`src/rtl/mem_stage_pkg.sv`:
```
// rtl/mem_stage_pkg.sv - shared access-size and FSM encodings plus lane helpers for mem_stage
package mem_stage_pkg;

    typedef enum logic [1:0] {
        MEM_NONE = 2'd0,
        MEM_WORD = 2'd1,
        MEM_HALF = 2'd2,
        MEM_BYTE = 2'd3
    } mem_size_e;

    typedef enum logic [1:0] {
        MS_IDLE = 2'd0,
        MS_REQ  = 2'd1,
        MS_RESP = 2'd2
    } mem_state_e;

    // Big-endian lanes: be[3] is byte offset 0 (bits 31:24).
    // WORD ignores the offset and HALF ignores offset bit 0, so misaligned
    // accesses fold onto the containing aligned unit.
    function automatic logic [3:0] byte_enables(input mem_size_e size, input logic [1:0] off);
        logic [3:0] be;
        be = 4'b0000;
        case (size)
            MEM_WORD: be = 4'b1111;
            MEM_HALF: be = off[1] ? 4'b0011 : 4'b1100;
            MEM_BYTE: be = 4'b1000 >> off;
            default:  be = 4'b0000;
        endcase
        return be;
    endfunction

    // Store data replicated into every lane so the byte enables alone pick the target.
    function automatic logic [31:0] store_lanes(input mem_size_e size, input logic [31:0] b);
        logic [31:0] d;
        d = b;
        case (size)
            MEM_HALF: d = {b[15:0], b[15:0]};
            MEM_BYTE: d = {4{b[7:0]}};
            default:  d = b;
        endcase
        return d;
    endfunction

endpackage

```
`src/rtl/mem_load_format.sv`:
```
// rtl/mem_load_format.sv - big-endian lane select and sign extension of a data-memory read word
module mem_load_format
    import mem_stage_pkg::*;
(
    input  logic [31:0] i_rdata,
    input  mem_size_e   i_size,
    input  logic [1:0]  i_off,
    output logic [31:0] o_data
);

    logic [7:0]  w_byte;
    logic [15:0] w_half;

    // Pick the addressed lane (offset 0 is the most significant byte) and sign-extend it.
    always_comb begin
        w_byte = 8'h00;
        w_half = 16'h0000;
        o_data = 32'h0000_0000;
        case (i_size)
            MEM_WORD: o_data = i_rdata;
            MEM_HALF: begin
                w_half = i_off[1] ? i_rdata[15:0] : i_rdata[31:16];
                o_data = {{16{w_half[15]}}, w_half};
            end
            MEM_BYTE: begin
                case (i_off)
                    2'd0:    w_byte = i_rdata[31:24];
                    2'd1:    w_byte = i_rdata[23:16];
                    2'd2:    w_byte = i_rdata[15:8];
                    default: w_byte = i_rdata[7:0];
                endcase
                o_data = {{24{w_byte[7]}}, w_byte};
            end
            default: o_data = 32'h0000_0000;
        endcase
    end

endmodule

```
`src/rtl/mem_stage.sv`:
```
// rtl/mem_stage.sv - pipeline MEM stage with req/ack data memory, stall, timeout and optional MEM_MISALIGN_TRAP_EN
module mem_stage
    import mem_stage_pkg::*;
#(
    parameter int DADDR_W     = 32,
    parameter int ACK_TIMEOUT = 1023
) (
    input  logic               clk_i,
    input  logic               rst_i,
    input  logic [31:0]        EXMEM_pc_branched_i,
    input  logic [31:0]        EXMEM_alu_i,
    input  logic               EXMEM_alu_do_branch_i,
    input  logic [31:0]        EXMEM_b_i,
    input  logic [4:0]         EXMEM_reg_write_address_i,
    input  logic               EXMEM_ctrl_branch_i,
    input  logic [1:0]         EXMEM_ctrl_mem_read_i,
    input  logic [1:0]         EXMEM_ctrl_mem_write_i,
    input  logic               EXMEM_ctrl_reg_write_i,
    input  logic               EXMEM_ctrl_mem_to_reg_i,
    output logic               dmem_req_o,
    output logic               dmem_we_o,
    output logic [DADDR_W-1:0] dmem_addr_o,
    output logic [3:0]         dmem_be_o,
    output logic [31:0]        dmem_wdata_o,
    input  logic [31:0]        dmem_rdata_i,
    input  logic               dmem_ack_i,
    output logic               mem_stall_o,
    output logic               dmem_err_o,
    output logic               MEM_do_branch_o,
    output logic [31:0]        MEM_pc_branched_o,
    output logic [31:0]        MEMWB_read_data_o,
    output logic [31:0]        MEMWB_alu_o,
    output logic [4:0]         MEMWB_reg_write_address_o,
    output logic               MEMWB_ctrl_reg_write_o,
    output logic               MEMWB_ctrl_mem_to_reg_o
);

    localparam int CNT_W = (ACK_TIMEOUT > 1) ? $clog2(ACK_TIMEOUT + 1) : 1;
    localparam logic [CNT_W-1:0] CNT_LAST = CNT_W'((ACK_TIMEOUT > 0) ? ACK_TIMEOUT - 1 : 0);

    mem_state_e         r_state;
    mem_state_e         w_next;
    logic [DADDR_W-1:0] r_addr;
    logic [3:0]         r_be;
    logic [31:0]        r_wdata;
    logic               r_we;
    mem_size_e          r_lsize;
    logic [1:0]         r_off;
    logic [CNT_W-1:0]   r_cnt;
    logic [31:0]        r_buf;
    logic               r_trap;
    logic               r_err;

    mem_size_e          w_rd_size;
    mem_size_e          w_wr_size;
    mem_size_e          w_size;
    logic               w_is_store;
    logic               w_mem_op;
    logic [1:0]         w_off;
    logic               w_trap;
    logic               w_timeout;
    logic               w_latch;
    logic [31:0]        w_fmt;

    // A store takes priority when both read and write sizes are set.
    assign w_rd_size  = mem_size_e'(EXMEM_ctrl_mem_read_i);
    assign w_wr_size  = mem_size_e'(EXMEM_ctrl_mem_write_i);
    assign w_is_store = (w_wr_size != MEM_NONE);
    assign w_size     = w_is_store ? w_wr_size : w_rd_size;
    assign w_mem_op   = (w_size != MEM_NONE);
    assign w_off      = EXMEM_alu_i[1:0];

`ifdef MEM_MISALIGN_TRAP_EN
    logic w_misalign;
    assign w_misalign = ((w_size == MEM_WORD) && (w_off != 2'b00)) ||
                        ((w_size == MEM_HALF) && w_off[0]);
    assign w_trap     = w_mem_op & w_misalign;
`else
    assign w_trap     = 1'b0;
`endif

    // ACK_TIMEOUT of zero disables the abort and waits for ack indefinitely.
    assign w_timeout = (ACK_TIMEOUT != 0) && (r_cnt == CNT_LAST);

    assign MEM_do_branch_o   = EXMEM_ctrl_branch_i & EXMEM_alu_do_branch_i;
    assign MEM_pc_branched_o = EXMEM_pc_branched_i;

    assign dmem_addr_o  = r_addr;
    assign dmem_wdata_o = r_wdata;
    assign dmem_we_o    = dmem_req_o & r_we;
    assign dmem_be_o    = dmem_req_o ? r_be : 4'b0000;
    assign dmem_err_o   = r_err;

    mem_load_format u_load_format (
        .i_rdata (r_buf),
        .i_size  (r_lsize),
        .i_off   (r_off),
        .o_data  (w_fmt)
    );

    // State register; reset drops an in-flight request immediately.
    always_ff @(posedge clk_i or posedge rst_i) begin
        if (rst_i) begin
            r_state <= MS_IDLE;
        end else begin
            r_state <= w_next;
        end
    end

    // Next state, stall, request and the MEM/WB latch strobe.
    always_comb begin
        w_next      = r_state;
        mem_stall_o = 1'b0;
        dmem_req_o  = 1'b0;
        w_latch     = 1'b0;
        case (r_state)
            MS_IDLE: begin
                if (w_mem_op) begin
                    mem_stall_o = 1'b1;
                    w_next      = w_trap ? MS_RESP : MS_REQ;
                end else begin
                    w_latch = 1'b1;
                end
            end
            MS_REQ: begin
                mem_stall_o = 1'b1;
                dmem_req_o  = 1'b1;
                if (dmem_ack_i || w_timeout) begin
                    w_next = MS_RESP;
                end
            end
            MS_RESP: begin
                w_latch = 1'b1;
                w_next  = MS_IDLE;
            end
            default: w_next = MS_IDLE;
        endcase
    end

    // Access setup in IDLE, then ack capture or timeout abort while in REQ.
    always_ff @(posedge clk_i or posedge rst_i) begin
        if (rst_i) begin
            r_addr  <= '0;
            r_be    <= 4'b0000;
            r_wdata <= 32'h0000_0000;
            r_we    <= 1'b0;
            r_lsize <= MEM_NONE;
            r_off   <= 2'b00;
            r_cnt   <= '0;
            r_buf   <= 32'h0000_0000;
            r_trap  <= 1'b0;
            r_err   <= 1'b0;
        end else begin
            r_err <= 1'b0;
            case (r_state)
                MS_IDLE: begin
                    if (w_mem_op) begin
                        r_addr  <= {EXMEM_alu_i[DADDR_W-1:2], 2'b00};
                        r_be    <= byte_enables(w_size, w_off);
                        r_wdata <= store_lanes(w_size, EXMEM_b_i);
                        r_we    <= w_is_store;
                        r_lsize <= w_is_store ? MEM_NONE : w_size;
                        r_off   <= w_off;
                        r_cnt   <= '0;
                        r_buf   <= 32'h0000_0000;
                        r_trap  <= w_trap;
                        r_err   <= w_trap;
                    end
                end
                MS_REQ: begin
                    if (dmem_ack_i) begin
                        r_buf <= dmem_rdata_i;
                    end else if (w_timeout) begin
                        r_buf <= 32'h0000_0000;
                        r_err <= 1'b1;
                    end else begin
                        r_cnt <= r_cnt + CNT_W'(1);
                    end
                end
                default: ;
            endcase
        end
    end

    // MEM/WB register: latch on a completed instruction, otherwise insert a bubble.
    always_ff @(posedge clk_i or posedge rst_i) begin
        if (rst_i) begin
            MEMWB_read_data_o         <= 32'h0000_0000;
            MEMWB_alu_o               <= 32'h0000_0000;
            MEMWB_reg_write_address_o <= 5'd0;
            MEMWB_ctrl_reg_write_o    <= 1'b0;
            MEMWB_ctrl_mem_to_reg_o   <= 1'b0;
        end else if (w_latch) begin
            MEMWB_read_data_o         <= (r_state == MS_RESP) ? w_fmt : 32'h0000_0000;
            MEMWB_alu_o               <= EXMEM_alu_i;
            MEMWB_reg_write_address_o <= EXMEM_reg_write_address_i;
            MEMWB_ctrl_reg_write_o    <= EXMEM_ctrl_reg_write_i & ~((r_state == MS_RESP) & r_trap);
            MEMWB_ctrl_mem_to_reg_o   <= EXMEM_ctrl_mem_to_reg_i;
        end else begin
            MEMWB_ctrl_reg_write_o    <= 1'b0;
            MEMWB_ctrl_mem_to_reg_o   <= 1'b0;
        end
    end

endmodule
```
`config.mk`:
```
export PLATFORM = sky130hd
export DESIGN_NAME = mem_stage
export DESIGN_NICKNAME = d
export VERILOG_FILES = /design/src/rtl/mem_stage_pkg.sv /design/src/rtl/mem_load_format.sv /design/src/rtl/mem_stage.sv
export SDC_FILE = /design/constraint.sdc
export NUM_CORES = 1
export LEC_CHECK = 0
export CAP_MARGIN = 5
export CORE_UTILIZATION = 44
export CTS_CLUSTER_SIZE = 24
export DETAILED_ROUTE_END_ITERATION = 10
export GPL_TIMING_DRIVEN = 0
export PLACE_DENSITY = 0.77
export SLEW_MARGIN = 20
export SYNTH_ARGS = -nofsm -noshare
export SYNTH_HDL_FRONTEND = slang
export SYNTH_SLANG_ARGS = --single-unit
```
`constraint.sdc`:
```
create_clock -name clk_i -period 10.01 [get_ports clk_i]
set_input_delay 3.003 -clock clk_i [delete_from_list [all_inputs] [get_ports clk_i]]
set_output_delay 3.003 -clock clk_i [all_outputs]
set_load 0.02 [all_outputs]
```
* Word level (Yosys, flattened, before mapping)
Index checks and enable logic that the tools add are counted.
** Storage, ports and cells
- Memories :: 0
- Register bits :: 187
- Memory bits (read-only) :: 0
- RAM bits :: 0
- Output and inout port bits :: 176
- Bits in latches :: 0
** Cells by class
- Reductions and logical operators :: 10
- Bitwise operators :: 2
- Order comparisons :: 0
- Add/subtract/negate cells :: 1
- Div/mod/pow operators :: 0
- Multiply operators :: 0
- Multiplexer cells :: 31
- Equal/unequal tests :: 16
- Shifts and indexed selects :: 1
** Operators with widths (count)
- $mux 32 :: 4
- $pmux 32 s2 :: 2
- $pmux 32 s3 :: 1
- $mux 10 :: 3
- $pmux 8 s3 :: 1
- $pmux 10 s2 :: 1
- $mux 16 :: 1
- $eq 2x2->1 const B :: 6
- $pmux 4 s3 :: 1
- $add 10x1->10 const B :: 1
- $eq 10x10->1 const B :: 1
- $eq 2x1->1 const B :: 4
- $mux 1 :: 8
- $mux 2 :: 4
- $mux 4 :: 2
- $ne 2x2->1 const B :: 4
- $reduce_bool 2->1 :: 3
- $logic_not 2->1 :: 2
- $pmux 1 s2 :: 2
- $pmux 2 s2 :: 1
- $reduce_and 2->1 :: 2
- $reduce_and 4->1 :: 1
- $shr 4x2->4 const A :: 1
- $ne 3x3->1 const B :: 1
- 3 further kinds :: 4

* Logic depth before layout (Yosys ltp)
Gate-level depths: netlist (run 1).
- Depth in word-level cells :: 6
- Mapped depth :: 8

* Cells and area by module
From an unflattened synthesis (run 1), not the netlist that was laid out.
** Second synthesis, totals
- Cell total of the unflattened synthesis :: 801
- Area, all modules :: 8550.7 um^2
** By module, submodules not included
- mem_stage :: instances 1, area each 7785.0 um^2, cells an instance 694
- mem_load_format :: instances 1, area each 765.7 um^2, cells an instance 107

* Worst setup path before layout (run 1)
No wires, ideal clock.
- Path type :: in2out
- Start point :: input port EXMEM_ctrl_mem_write_i[1]
- End point :: output port mem_stall_o
- Required time :: 7007 ps
- Path buffers :: 0
- Path slack :: 3452 ps
- Stages :: 2
- Arrival time :: 3555 ps
- Cell sequence :: nor4_4 a21oi_1
** Between the ends
- Cells in the longest elaborated chain, start to end :: 5
** Ends and longest elaborated chain
- start: declaration :: line mem_stage.sv:17 : input logic [1:0] EXMEM_ctrl_mem_write_i,
- $reduce_bool 2->1 :: line mem_stage.sv:68 : assign w_is_store = (w_wr_size != MEM_NONE);
- $mux 2 * :: line mem_stage.sv:69 : assign w_size = w_is_store ? w_wr_size : w_rd_size;
- $reduce_bool 2->1 * :: line mem_stage.sv:70 : assign w_mem_op = (w_size != MEM_NONE);
- $mux 1 * :: line mem_stage.sv:118 : if (w_mem_op) begin
- $pmux 1 s2 * :: line mem_stage.sv:116 : case (r_state)
- end: declaration :: line mem_stage.sv:27 : output logic mem_stall_o,
Every way passes the cells marked *; elsewhere a longest branch is shown, timed or not.

* Worst setup path after layout (run 1)
Ends and elaborated chain as after synthesis.

==> results of run 1 <==
kinds of logic after synthesis:
family | after synthesis | synth area share (%)
flip-flops | 187 | 57.2
buffers and inverters | 92 | 6.73
XOR/XNOR | 3 | 0.321
multiplexers | 59 | 8.85
AO/OA/AOI/OAI | 138 | 12.3
AND/OR/NAND/NOR | 264 | 14.3
other | 1 | 0.0458
adder cells (fa/ha/maj) | 2 | 0.306
layer usage:
metal / vias up / GRT usage [%]
met2: 346 / 42.2
met4: 0 / 10.3
li1: 3161 / -
met1: 3287 / 33.7
met3: 44 / 8.07
met5: - / 0
registers in the layout, summed over array words and instances (netlist names):
signal / count
r_off: 2
MEMWB_reg_write_address_o: 5
r_we: 1
dmem_wdata_o: 32
dmem_err_o: 1
MEMWB_ctrl_reg_write_o: 1
r_lsize: 2
dmem_addr_o: 30
r_buf: 32
r_be: 4
r_state: 2
MEMWB_alu_o: 32
MEMWB_ctrl_mem_to_reg_o: 1
MEMWB_read_data_o: 32
r_cnt: 10
final cells by class:
| cell class | count | area, um^2 | share of cell area (%) |
|---|---|---|---|
| Buffer | 78 | 498 | 4.16 |
| Clock buffer | 20 | 447 | 3.73 |
| Clock inverter | 12 | 159 | 1.33 |
| Inverter | 14 | 60.1 | 0.502 |
| Multi-Input combinational cell | 468 | 2960 | 24.7 |
| Sequential cell | 187 | 4680 | 39.1 |
| Tap cell | 229 | 287 | 2.39 |
| Timing Repair Buffer | 286 | 2880 | 24.1 |
worst max-delay path by stage:
stage / start / end / cells past startpoint
6_report: EXMEM_ctrl_mem_write_i[1] / mem_stall_o / 4
5_1_grt: EXMEM_ctrl_mem_write_i[1] / mem_stall_o / 4
4_1_cts: EXMEM_ctrl_mem_write_i[1] / mem_stall_o / 4
3_5_place_dp: EXMEM_ctrl_mem_write_i[1] / mem_stall_o / 4
3_3_place_gp: rst_i / dmem_addr_o[26]$_DFFE_PP0P_ / 2
2_1_floorplan: rst_i / MEMWB_alu_o[0]$_DFFE_PP0P_ / 1
power by group through the flow:
stage                     Clock (W)  Combinational (W)  Sequential [W]
after global routing       0.000742            0.00194         0.00137
final                      0.000703            0.00183         0.00133
after floorplan                   0           0.000675         0.00160
after global placement            0            0.00180         0.00132
after CTS                  0.000708            0.00184         0.00132
after detailed placement          0            0.00183         0.00133
cell usage in the layout (no fill, tap or decap), types with 8 or more instances in the layout:
cell type and instances:
dfrtp_1 187, mux2_2 37, a31oi_1 9, clkbuf_1 16, buf_4 35, and2_1 8, buf_2 23, inv_1 13
o21ai_0 27, nor2_1 21, a21boi_0 9, a22o_1 33, a22oi_1 25, nand2_1 193, nand3_1 14, clkbuf_16 17
a21oi_1 8, mux2i_1 15, a211oi_1 10, clkdlybuf4s50_1 285
per-stage QoR:
step	TNS (ns)	power, W	hold WS (ns)	std cells
4_1_cts	0	0.00387	0.479	1294
3_5_place_dp	0	0.00316	0.462	1262
3_3_place_gp	-126.78	0.00312	0.458	1261
5_1_grt	0	0.00405	0.503	1294
6_report	0	0.00386	0.477	1294
2_1_floorplan	0	0.00228	0.442	747
worst reg2reg max path, cell delays in order, from the launching register on:
cell	delay, ns
dfrtp_1	0.47
and3b_1	0.24
buf_2	0.23
nor3b_2	0.57
a22oi_1	0.26
nand3_1	0.15
==> impl_metrics.yaml, run 1 <==
run_status:
  run_status: "finished with violations"
  violations: "design-rule violations"
die:
  row_count: 49
  die_area_um2: 19200
  die_y_um: 138
  start_util_pct: 45.3
  core_area_um2: 18100
  pin_count: 320
  die_w_um: 138
sta:
  setup_viol: 0
  hold_viol_final: 0
  rsz0062_at_grt: "no"
  skew_ns: 0.0137
  min_period_over_period_pct: 76.9
  worst_pin_slew_ns: 0.797
  slew_violations: 0
  fin_crit_ns: 7.69
  fmax_mhz: 130
  slew-limit-headroom_pct: 46.9
  fin_ws_ns: 2.32
clock_network:
  cts.sinks: 187
  ctsResizeCount: 0
  cts.clk_slew.worst_paths_ns: 0.07
  ctsHoldBuffers: 0
  cts_tree: "done"
  cts_setup_buffers: 0
  h-tree-depth: 4
  clockBufferDepth: 2
  clk_latency_ns: 0.44
  cts_buffers: 17
  root_buffer: "clkbuf_16"
critical_path:
  slowest_delay_ns: 0.56
  cp_cell_sequence: "clkdlybuf4s50_1 -> nor4_4 -> a21oi_1 -> clkdlybuf4s50_1"
  endpoint_kind: "primary output"
  path_delay_family: "buffers and inverters"
  r2r_end: "MEMWB_read_data_o[13]$_DFFE_PP0P_"
  critPathMostFrequentCell: "clkdlybuf4s50_1"
  startpoint_type: "input port"
  crit_type: "input port to primary output"
  path_buf_inv: 2
  rrSetupSlack_ns: 8.03
  cp.arrival_ns: 4.69
  critPathMaxFanout: 6
  worstPathRequired_ns: 7.01
  rr_worst_depth: 5
  r2r_start: "r_state[0]$_DFFE_PP0P_"
  cp_slowest_cell: "clkdlybuf4s50_1"
cells_and_area:
  antenna_cells: 0
  fin_area_um2: 12000
  drive_gt1_share_pct: 13.9
  area_growth_pct: 46.2
  final_util_pct: 66.2
  nFillCells: 1413
  nNetsFinal: 1198
grt:
  antenna_found_initial: 0
  grt_first_pass_wirelength_um: 38500
  grt_overflow: 0
  grt_usage_pct: 26.4
  grt_pass1_vias: 6818
  grt_max_degree: 106
power:
  power_leakage_nw: 5.51
  p_per_area_nw_per_um2: 322
  net-switching-power_w: 0.00149
  ir_drop_mv: 0.191
  seqPwrFrac_pct: 34.4
  p_sw_share_pct: 38.7
  pwr-share-clk_pct: 18.2
  p_comb_share_pct: 47.4
  intPower_w: 0.00236
detailed_routing:
  dr_wl_met2_um: 11700
  wl_um: 24600
  highest_layer: "met4"
  postRouteAntennaNets: 0
  vias: 6838
  firstDrtPassIters: 9
  drtIter0Drc: 525
  avgRoutedWirePerCell_um: 19.0
  m1WireLength_um: 9810
  wl_met3_um: 2450
  drc_errors: 37
  vias_per_cell: 5.28
hold_path:
  whs_endpoint: "dmem_addr_o[15]$_DFFE_PP0P_"
  whs_path_depth: 2
  min_path_type: "flip-flop to flip-flop"
  worstHoldStart: "dmem_addr_o[15]$_DFFE_PP0P_"
logic_synthesis:
  ys_seq_area_share_pct: 57.2
  synth_cell_type_count: 50
  synth_top_area_cell: "dfrtp_1"
  yosys_register_bits: 187
  ys_warn_count: 0
  synthFlopType: "dfrtp_1"
  yosys-top-cells-count: "nand2_1, dfrtp_1, mux2_2"
  synth_top_area_share_pct: 57.2
  synth_area_per_cell_um2: 11.0
  synthArstFlopShare_pct: 100
  synth_edf_count: 0
  yosysMostFrequentCell: "nand2_1"
  syn_area_um2: 8190
  synthCells: 746
  synth_area_leaders: "dfrtp_1, nand2_1, mux2_2, a22o_1, buf_4"
flow_run:
  maxCapViolations: 0
place:
  gp_congestion: 0.858
  port_buffers: 285
  dpl_cell_area_um2: 11400
  preCtsSetupSlack_ns: 2.29
  place_hpwl_um: 17800
Power figures use the tool's default switching activity.
==> run 2: changes to the inputs <==
Clock period 10.01 ns to 7.79 ns, I/O delays scaled along.
==> results of run 2 <==
The final DEF is identical to that of run 1. Status: finished with violations: design-rule violations.
Main changes from that run: setup slack after placement 2.29 ns -> 1.41 ns; setup slack after layout 2.32 ns -> 1.43 ns; register-to-register setup slack 8.03 ns -> 5.81 ns; total power 0.00386 W -> 0.00496 W; worst IR drop on VDD 0.191 mV -> 0.245 mV
